### src/rtl/usb2_ep_bufctl.sv
// rtl/usb2_ep_bufctl.sv - USB2 OUT endpoint double-bank buffer controller; USB2_EPCTL_STATS_EN adds commit/discard counters
module usb2_ep_bufctl #(
   parameter int BANK_AW = 8,
   parameter int MAX_LEN = 256
) (
   input  logic               phy_clk,
   input  logic               reset_n,
   input  logic               xfer_in,
   input  logic [3:0]         xfer_pid,
   input  logic               pkt_crc_ok,
   input  logic               pkt_wren,
   input  logic               toggle_clr,
   output logic               xfer_ready,
   output logic [BANK_AW:0]   buf_wr_addr,
   output logic               buf_wren,
   input  logic [BANK_AW-1:0] app_rd_addr,
   output logic [BANK_AW:0]   buf_rd_addr,
   output logic               rx_valid,
   output logic [8:0]         rx_len,
   input  logic               rx_done,
   output logic               pkt_err,
   output logic [15:0]        stat_commit,
   output logic [15:0]        stat_discard
);

   localparam logic [9:0] MAX_LEN_C = 10'(MAX_LEN);
   localparam logic [3:0] PID_DATA0 = 4'hC;
   localparam logic [3:0] PID_DATA1 = 4'h4;

   typedef enum logic [1:0] {S_IDLE, S_RECV, S_EVAL} state_t;

   state_t     state, state_nx;
   logic       xfer_in_1;
   logic [9:0] byte_cnt;
   logic       ovf;
   logic       crc_q;
   logic [3:0] pid_q;
   logic [1:0] full;
   logic [8:0] len [2];
   logic       wr_bank, rd_bank;
   logic       expected;
   logic       commit, discard, release_bank;
   logic [3:0] exp_pid;

   assign exp_pid      = expected ? PID_DATA1 : PID_DATA0;
   assign buf_wr_addr  = {wr_bank, byte_cnt[BANK_AW-1:0]};
   assign buf_rd_addr  = {rd_bank, app_rd_addr};
   assign buf_wren     = pkt_wren & (state == S_RECV) & ~full[wr_bank] & (byte_cnt < MAX_LEN_C);
   assign rx_valid     = full[rd_bank];
   assign rx_len       = len[rd_bank];
   assign release_bank = rx_done & full[rd_bank];

   // State register; xfer_in_1 keeps tracking xfer_in through reset so a packet in flight is not re-detected
   always_ff @(posedge phy_clk) begin
      xfer_in_1 <= xfer_in;
      if (!reset_n) state <= S_IDLE;
      else          state <= state_nx;
   end

   // Next-state and the EVAL decision: discard reasons outrank the silent retransmit drop
   always_comb begin
      state_nx = state;
      commit   = 1'b0;
      discard  = 1'b0;
      case (state)
         S_IDLE: if (xfer_in & ~xfer_in_1) state_nx = S_RECV;
         S_RECV: if (~xfer_in) state_nx = S_EVAL;
         S_EVAL: begin
            state_nx = S_IDLE;
            if (~crc_q | ovf | full[wr_bank]) discard = 1'b1;
            else if (pid_q == exp_pid)       commit  = 1'b1;
         end
         default: state_nx = S_IDLE;
      endcase
   end

   // Packet reception, bank bookkeeping, data toggle and handshake outputs
   always_ff @(posedge phy_clk) begin
      if (!reset_n) begin
         byte_cnt   <= '0;
         ovf        <= 1'b0;
         crc_q      <= 1'b0;
         pid_q      <= '0;
         full       <= '0;
         len[0]     <= '0;
         len[1]     <= '0;
         wr_bank    <= 1'b0;
         rd_bank    <= 1'b0;
         expected   <= 1'b0;
         xfer_ready <= 1'b0;
         pkt_err    <= 1'b0;
      end else begin
         if (state == S_IDLE && state_nx == S_RECV) begin
            byte_cnt <= '0;
            ovf      <= 1'b0;
         end else if (state == S_RECV && pkt_wren) begin
            if (byte_cnt >= MAX_LEN_C) ovf <= 1'b1;
            if (byte_cnt != 10'd511)   byte_cnt <= byte_cnt + 10'd1;
         end
         if (state == S_RECV && ~xfer_in) begin
            crc_q <= pkt_crc_ok;
            pid_q <= xfer_pid;
         end
         // A commit needs an empty bank and a release needs a full one, so they never hit the same bank
         if (commit) begin
            full[wr_bank] <= 1'b1;
            len[wr_bank]  <= byte_cnt[8:0];
            wr_bank       <= ~wr_bank;
            expected      <= ~expected;
         end
         if (release_bank) begin
            full[rd_bank] <= 1'b0;
            rd_bank       <= ~rd_bank;
         end
         if (toggle_clr) expected <= 1'b0;
         pkt_err    <= discard;
         xfer_ready <= ~full[wr_bank];
      end
   end

`ifdef USB2_EPCTL_STATS_EN
   logic [15:0] cnt_commit, cnt_discard;

   // Saturating packet statistics
   always_ff @(posedge phy_clk) begin
      if (!reset_n) begin
         cnt_commit  <= '0;
         cnt_discard <= '0;
      end else begin
         if (commit  && cnt_commit  != 16'hFFFF) cnt_commit  <= cnt_commit + 16'd1;
         if (discard && cnt_discard != 16'hFFFF) cnt_discard <= cnt_discard + 16'd1;
      end
   end

   assign stat_commit  = cnt_commit;
   assign stat_discard = cnt_discard;
`else
   assign stat_commit  = '0;
   assign stat_discard = '0;
`endif

endmodule

### config.mk
export PLATFORM = sky130hd
export DESIGN_NAME = usb2_ep_bufctl
export DESIGN_NICKNAME = d
export VERILOG_FILES = /design/src/rtl/usb2_ep_bufctl.sv
export SDC_FILE = /design/constraint.sdc
export NUM_CORES = 1
export LEC_CHECK = 0
export CORE_ASPECT_RATIO = 0.75
export CORE_MARGIN = 2
export CORE_UTILIZATION = 40
export CTS_CLUSTER_SIZE = 30
export DETAILED_ROUTE_END_ITERATION = 12
export HOLD_SLACK_MARGIN = 0.03
export PLACE_DENSITY = 0.72
export SETUP_SLACK_MARGIN = 0.2
export SLEW_MARGIN = 30
export SYNTH_ARGS = -nofsm -noshare
export SYNTH_HDL_FRONTEND = slang
export SYNTH_SLANG_ARGS = --single-unit
### constraint.sdc
create_clock -name phy_clk -period 3.24 [get_ports phy_clk]
set_clock_uncertainty 0.05 [all_clocks]
set_input_delay 0.972 -clock phy_clk [delete_from_list [all_inputs] [get_ports phy_clk]]
set_output_delay 0.972 -clock phy_clk [all_outputs]
set_load 0.005 [all_outputs]
After elaboration in Yosys (flattened, before gate mapping) --
Memory sizes are Yosys's and may differ from the RTL's. A register that Yosys moved wholly into a read port is not among the register bits. Index checks and enable logic that the tools add are counted.
Cells by class: reduce and logical (&&, ||, !) cells 12, add/sub/neg operators 1, bitwise gates (word level) 18, multiplexer cells 28, magnitude comparators 6, eq/ne operators 5
Operators by type and width (number):
- two-way mux 1 bit | 18
- adder 10 x 1 -> 10 bit, second input constant | 1
- >= comparator 10 x 9 -> 1 bit, second input constant | 1
- less-than comparator 10 x 9 -> 1 bit, second input constant | 1
- two-way mux 2 bit | 5
- inequality test 10 x 9 -> 1 bit, second input constant | 1
- two-way mux 9 bit | 1
- OR reduction 9 bit | 1
- NOT 1 bit | 8
- AND reduction 2 bit | 3
- AND 1 bit | 5
- logical AND 1 bit | 5
- == test 2 x 1 -> 1 bit, second input constant | 2
- == test 4 bit | 1
- less-than comparator 1 x 2 -> 1 bit, second input constant | 2
- two-way mux 4 bit | 1
- case mux 2 bit (2 select lines) | 1
- OR reduction 2 bit | 2
- AND 2 bit | 1
- demux 1 bit (select 1 bit) | 2
- == test 2 bit, second input constant | 1
- >= comparator 1 bit, second input constant | 2
- logical NOT 2 bit | 1
- NOT 2 bit | 1
- other kinds (2) | 3
Storage, ports and cells: logic and storage cells 83, memory bits (writable) 18, output and inout port bits 63, register bits 26, memories 1, bits of input ports 19
Memory list:
- len | words 2, width 9, rd ports 1, clocked after memory_dff 1, wr ports 2, line 39 | logic [8:0] len [2];

Depth between registers and ports, before layout --
Gate-level depths: netlist of the first run.
depth in word-level cells 10, gate-level depth with buffers 6, gate-level depth less buffers 5

Worst setup path before layout of the first run --
No wires, ideal clock.
kind input-to-output, start point input port pkt_wren, end point output port buf_wren, required time 2.218 ns, data arrival time 1.369 ns, slack 0.849 ns, stages 2, buffers on the path 0, cells stage by stage nand3b_1 -> nor4_1
On the way: word-level cells in the longest chain between the ends 3
Ends and longest elaborated chain:
- from (decl) | line 11 | input logic pkt_wren,
- AND 1 bit (3 in a row) | line 48 | assign buf_wren = pkt_wren & (state == S_RECV) & ~full[wr_bank] & (byte_cnt < MAX_LEN_C);
- to (decl) | line 15 | output logic buf_wren,
No other way between the ends.

Final worst setup path of the first run --
Ends and elaborated chain as after synthesis.

==> flow_summary.json, run 1 <==
{
  "drive_gt1_frac": 0.0813,
  "ir_worst_vdd_mv": 0.198,
  "whs_path_depth": 2,
  "preCtsSetupSlack_ns": -0.150,
  "cts_sinks": 45,
  "switching_power_mw": 0.243,
  "cts_buffers": 5,
  "p_sw_frac": 0.236,
  "relSlewSlack": 0.468,
  "grt_max_degree": 17,
  "setup_viol": 0,
  "fin_crit_sh": 0.920,
  "antenna_cells": 0,
  "worst-path-max-fanout": 2,
  "layout_common_cells": "conb_1, clkdlybuf4s50_1, dfxtp_1",
  "tightest_slew_ns": 0.793,
  "ys.flop_type": "dfxtp_1",
  "fmax_mhz": 335,
  "cap_violations": 0,
  "h-tree-depth": 2,
  "syn_avg_cell_area_sq_um": 10.4,
  "io_pins": 82,
  "worstHoldPathType": "reg2reg",
  "syn_area_sq_mm": 0.00236,
  "timing_hold_violations_final": 0,
  "path_depth": 4,
  "r2r_cells": 4,
  "worstSetupPathType": "in2out",
  "ant_nets": 0,
  "worstSetupStartpointType": "primary input",
  "async_reset_ff_frac": 0,
  "ys_types": 50,
  "netlist.top_cell.by_area": "dfxtp_1",
  "cts_tree": "built",
  "required_ns": 2.22,
  "grt-ovfl-total": 0,
  "p_leak_nw": 0.975,
  "layout_min_cycle_time_ns": 2.98,
  "fillCellCount": 563,
  "cts.root.buffer_cell": "clkbuf_8",
  "grt_use_total": 0.125,
  "ys_top_cells_by_area": "dfxtp_1, edfxtp_1, buf_4, and2_1, mux2_1",
  "combPwrFrac": 0.065,
  "start_util": 0.410,
  "routed_wl_um": 4020,
  "slew_violations": 0,
  "hold_buffers": 0,
  "core_sq_mm": 0.00577,
  "wl_per_cell_um": 12.4,
  "intPower_mw": 0.788,
  "die_h_um": 70.6,
  "dieWidth_um": 92.8,
  "pwr-share-seq": 0.588,
  "pwr-share-clk": 0.348,
  "rows": 24,
  "grt_pass1_vias": 1318,
  "hpwl_um": 2840,
  "port_buffers": 33,
  "setup_tns_ns": 0,
  "gp_congestion": 0.750,
  "grt_pass1_wl_um": 6390,
  "ys_warn_count": 0,
  "antenna_found_initial": 0,
  "outcome": "finished clean",
  "path_buf_inv": 2,
  "crit_path_end_kind": "primary output",
  "cp_slowest_cell": "clkdlybuf4s50_1",
  "die-area_sq_mm": 0.00655,
  "synth_edf_count": 18,
  "synth_seq_cells": 45,
  "yosysSeqAreaShare": 0.457,
  "crit_family": "buffers and inverters",
  "vias_per_cell": 4.63,
  "path_cells": "clkdlybuf4s50_1 > nand3b_1 > nor4_2 > buf_2",
  "insertion_delay_ns": 0.30,
  "nNetsFinal": 265,
  "yosysTopAreaCellShare": 0.229,
  "clk_pin_slew_worst_paths_ns": 0.09,
  "layout_setup_ws_ns": 0.258,
  "rsz0062_at_grt": "false",
  "drc": 0,
  "cellPowerDensity_mw_per_mm2": 395,
  "slowest_delay_ns": 0.47,
  "clockBufferDepth": 2,
  "synthToLayoutAreaGrowth_pct": 10.5,
  "dr.first_iter.drc_count": 74,
  "postSynthCellCount": 228,
  "dr.pass1.iters": 4,
  "num_vias": 1500,
  "crit_arrival_ns": 1.96
}
==> Yosys cell counts, types with 2 or more instances <==
| library cell | instances |
|---|---|
| nand3_1 | 6 |
| edfxtp_1 | 18 |
| and2_1 | 19 |
| o41ai_1 | 2 |
| mux2i_1 | 6 |
| o21bai_1 | 2 |
| nor2_1 | 11 |
| or3_1 | 4 |
| o21ai_0 | 2 |
| mux2_1 | 10 |
| inv_1 | 5 |
| a311oi_1 | 2 |
| buf_4 | 50 |
| or4_1 | 2 |
| dfxtp_1 | 27 |
| and3_1 | 2 |
| xor2_1 | 2 |
| a31o_1 | 2 |
| o21ai_1 | 4 |
| a21oi_1 | 11 |
| buf_6 | 2 |
| clkbuf_1 | 5 |
| nand2_1 | 6 |
| nor4_1 | 2 |
==> worst register-to-register path, cell delays in order (launching register included) <==
cell and delay (ns):
dfxtp_1 0.44, nor4b_1 0.34, nand4_1 0.30, or2_1 0.31, o21ai_1 0.63
==> cell type report <==
cell class	count	area, sq um	share of cell area
clock inverters	3	25.0	0.00958
multi-input cells	150	962	0.368
repair buffers	37	355	0.136
flip-flops and latches	45	1080	0.414
well taps	78	97.6	0.0374
inverters	6	22.5	0.00862
clock buffers	5	68.8	0.0263
==> state kept, by name, indices dropped and copies added, names as in the netlist, 2 cells and up, named ones only <==
| register | flops |
|---|---|
| state | 2 |
| len | 18 |
| pid_q | 4 |
| byte_cnt | 10 |
| full | 2 |
==> power groups by stage <==
| stage | Clock, mW | Combinational (mW) | Sequential, mW |
|---|---|---|---|
| global route | 0.391 | 0.0737 | 0.608 |
| CTS | 0.365 | 0.0665 | 0.606 |
| global placement | 0 | 0.0658 | 0.619 |
| floorplan | 0 | 0.0705 | 0.618 |
| detailed placement | 0 | 0.0663 | 0.620 |
| finish | 0.359 | 0.0665 | 0.606 |
==> repair_timing <==
item	4_1_cts	5_1_grt
pin swaps	0	1
endpoints found under the setup margin	1	1
resized for setup	2	3
setup buffers	0	0
==> path summary, 6_finish.rpt <==
kind | start | endpoint | slack [ns]
worst max-delay path | pkt_wren | buf_wren | 0.26
worst min-delay path | ovf | ovf | 0.41
worst max register to register | state[1] | len[0][8] | 0.82
worst min register to register | ovf | ovf | 0.41
==> stage by stage <==
| stage | utilization | power [mW] | std cells | cell area [sq um] | hold slack [ns] |
|---|---|---|---|---|---|
| 6_report | 0.453 | 1.03 | 324 | 2610 | 0.409 |
| 3_3_place_gp | 0.437 | 0.685 | 316 | 2520 | 0.390 |
| 3_5_place_dp | 0.437 | 0.686 | 316 | 2520 | 0.398 |
| 5_1_grt | 0.453 | 1.07 | 324 | 2610 | 0.449 |
| 4_1_cts | 0.454 | 1.04 | 324 | 2620 | 0.412 |
| 2_1_floorplan | - | 0.688 | 259 | 2480 | 0.376 |
==> kinds of logic after synthesis <==
family / after synthesis / share of synthesized area
simple gates: 66 / 0.174
buf+inv: 64 / 0.188
flops: 45 / 0.457
compound gates: 31 / 0.0852
mux: 17 / 0.0778
xor+xnor: 3 / 0.0111
fa+ha+maj: 1 / 0.00529
other cells: 1 / 0.00159
==> layer usage <==
metal | vias to the layer above | wire length [um] | global-route usage
li1 | 751 | - | -
met4 | 0 | 58 | 0.0507
met5 | - | 0 | 0
met2 | 53 | 1770 | 0.193
met1 | 690 | 1870 | 0.163
met3 | 6 | 315 | 0.0415
(Power assumes the default switching activity.)
==> run 2: changes to the inputs <==
--- a/config.mk
+++ b/config.mk
@@ -8,8 +8,8 @@
 export CORE_ASPECT_RATIO = 0.75
 export CORE_MARGIN = 2
 export CORE_UTILIZATION = 40
-export CTS_CLUSTER_SIZE = 30
 export DETAILED_ROUTE_END_ITERATION = 12
+export GPL_ROUTABILITY_DRIVEN = 0
 export HOLD_SLACK_MARGIN = 0.03
 export PLACE_DENSITY = 0.72
 export SETUP_SLACK_MARGIN = 0.2
==> results of run 2 <==
No change in the layout: final DEF, timing and power equal those of run 1.
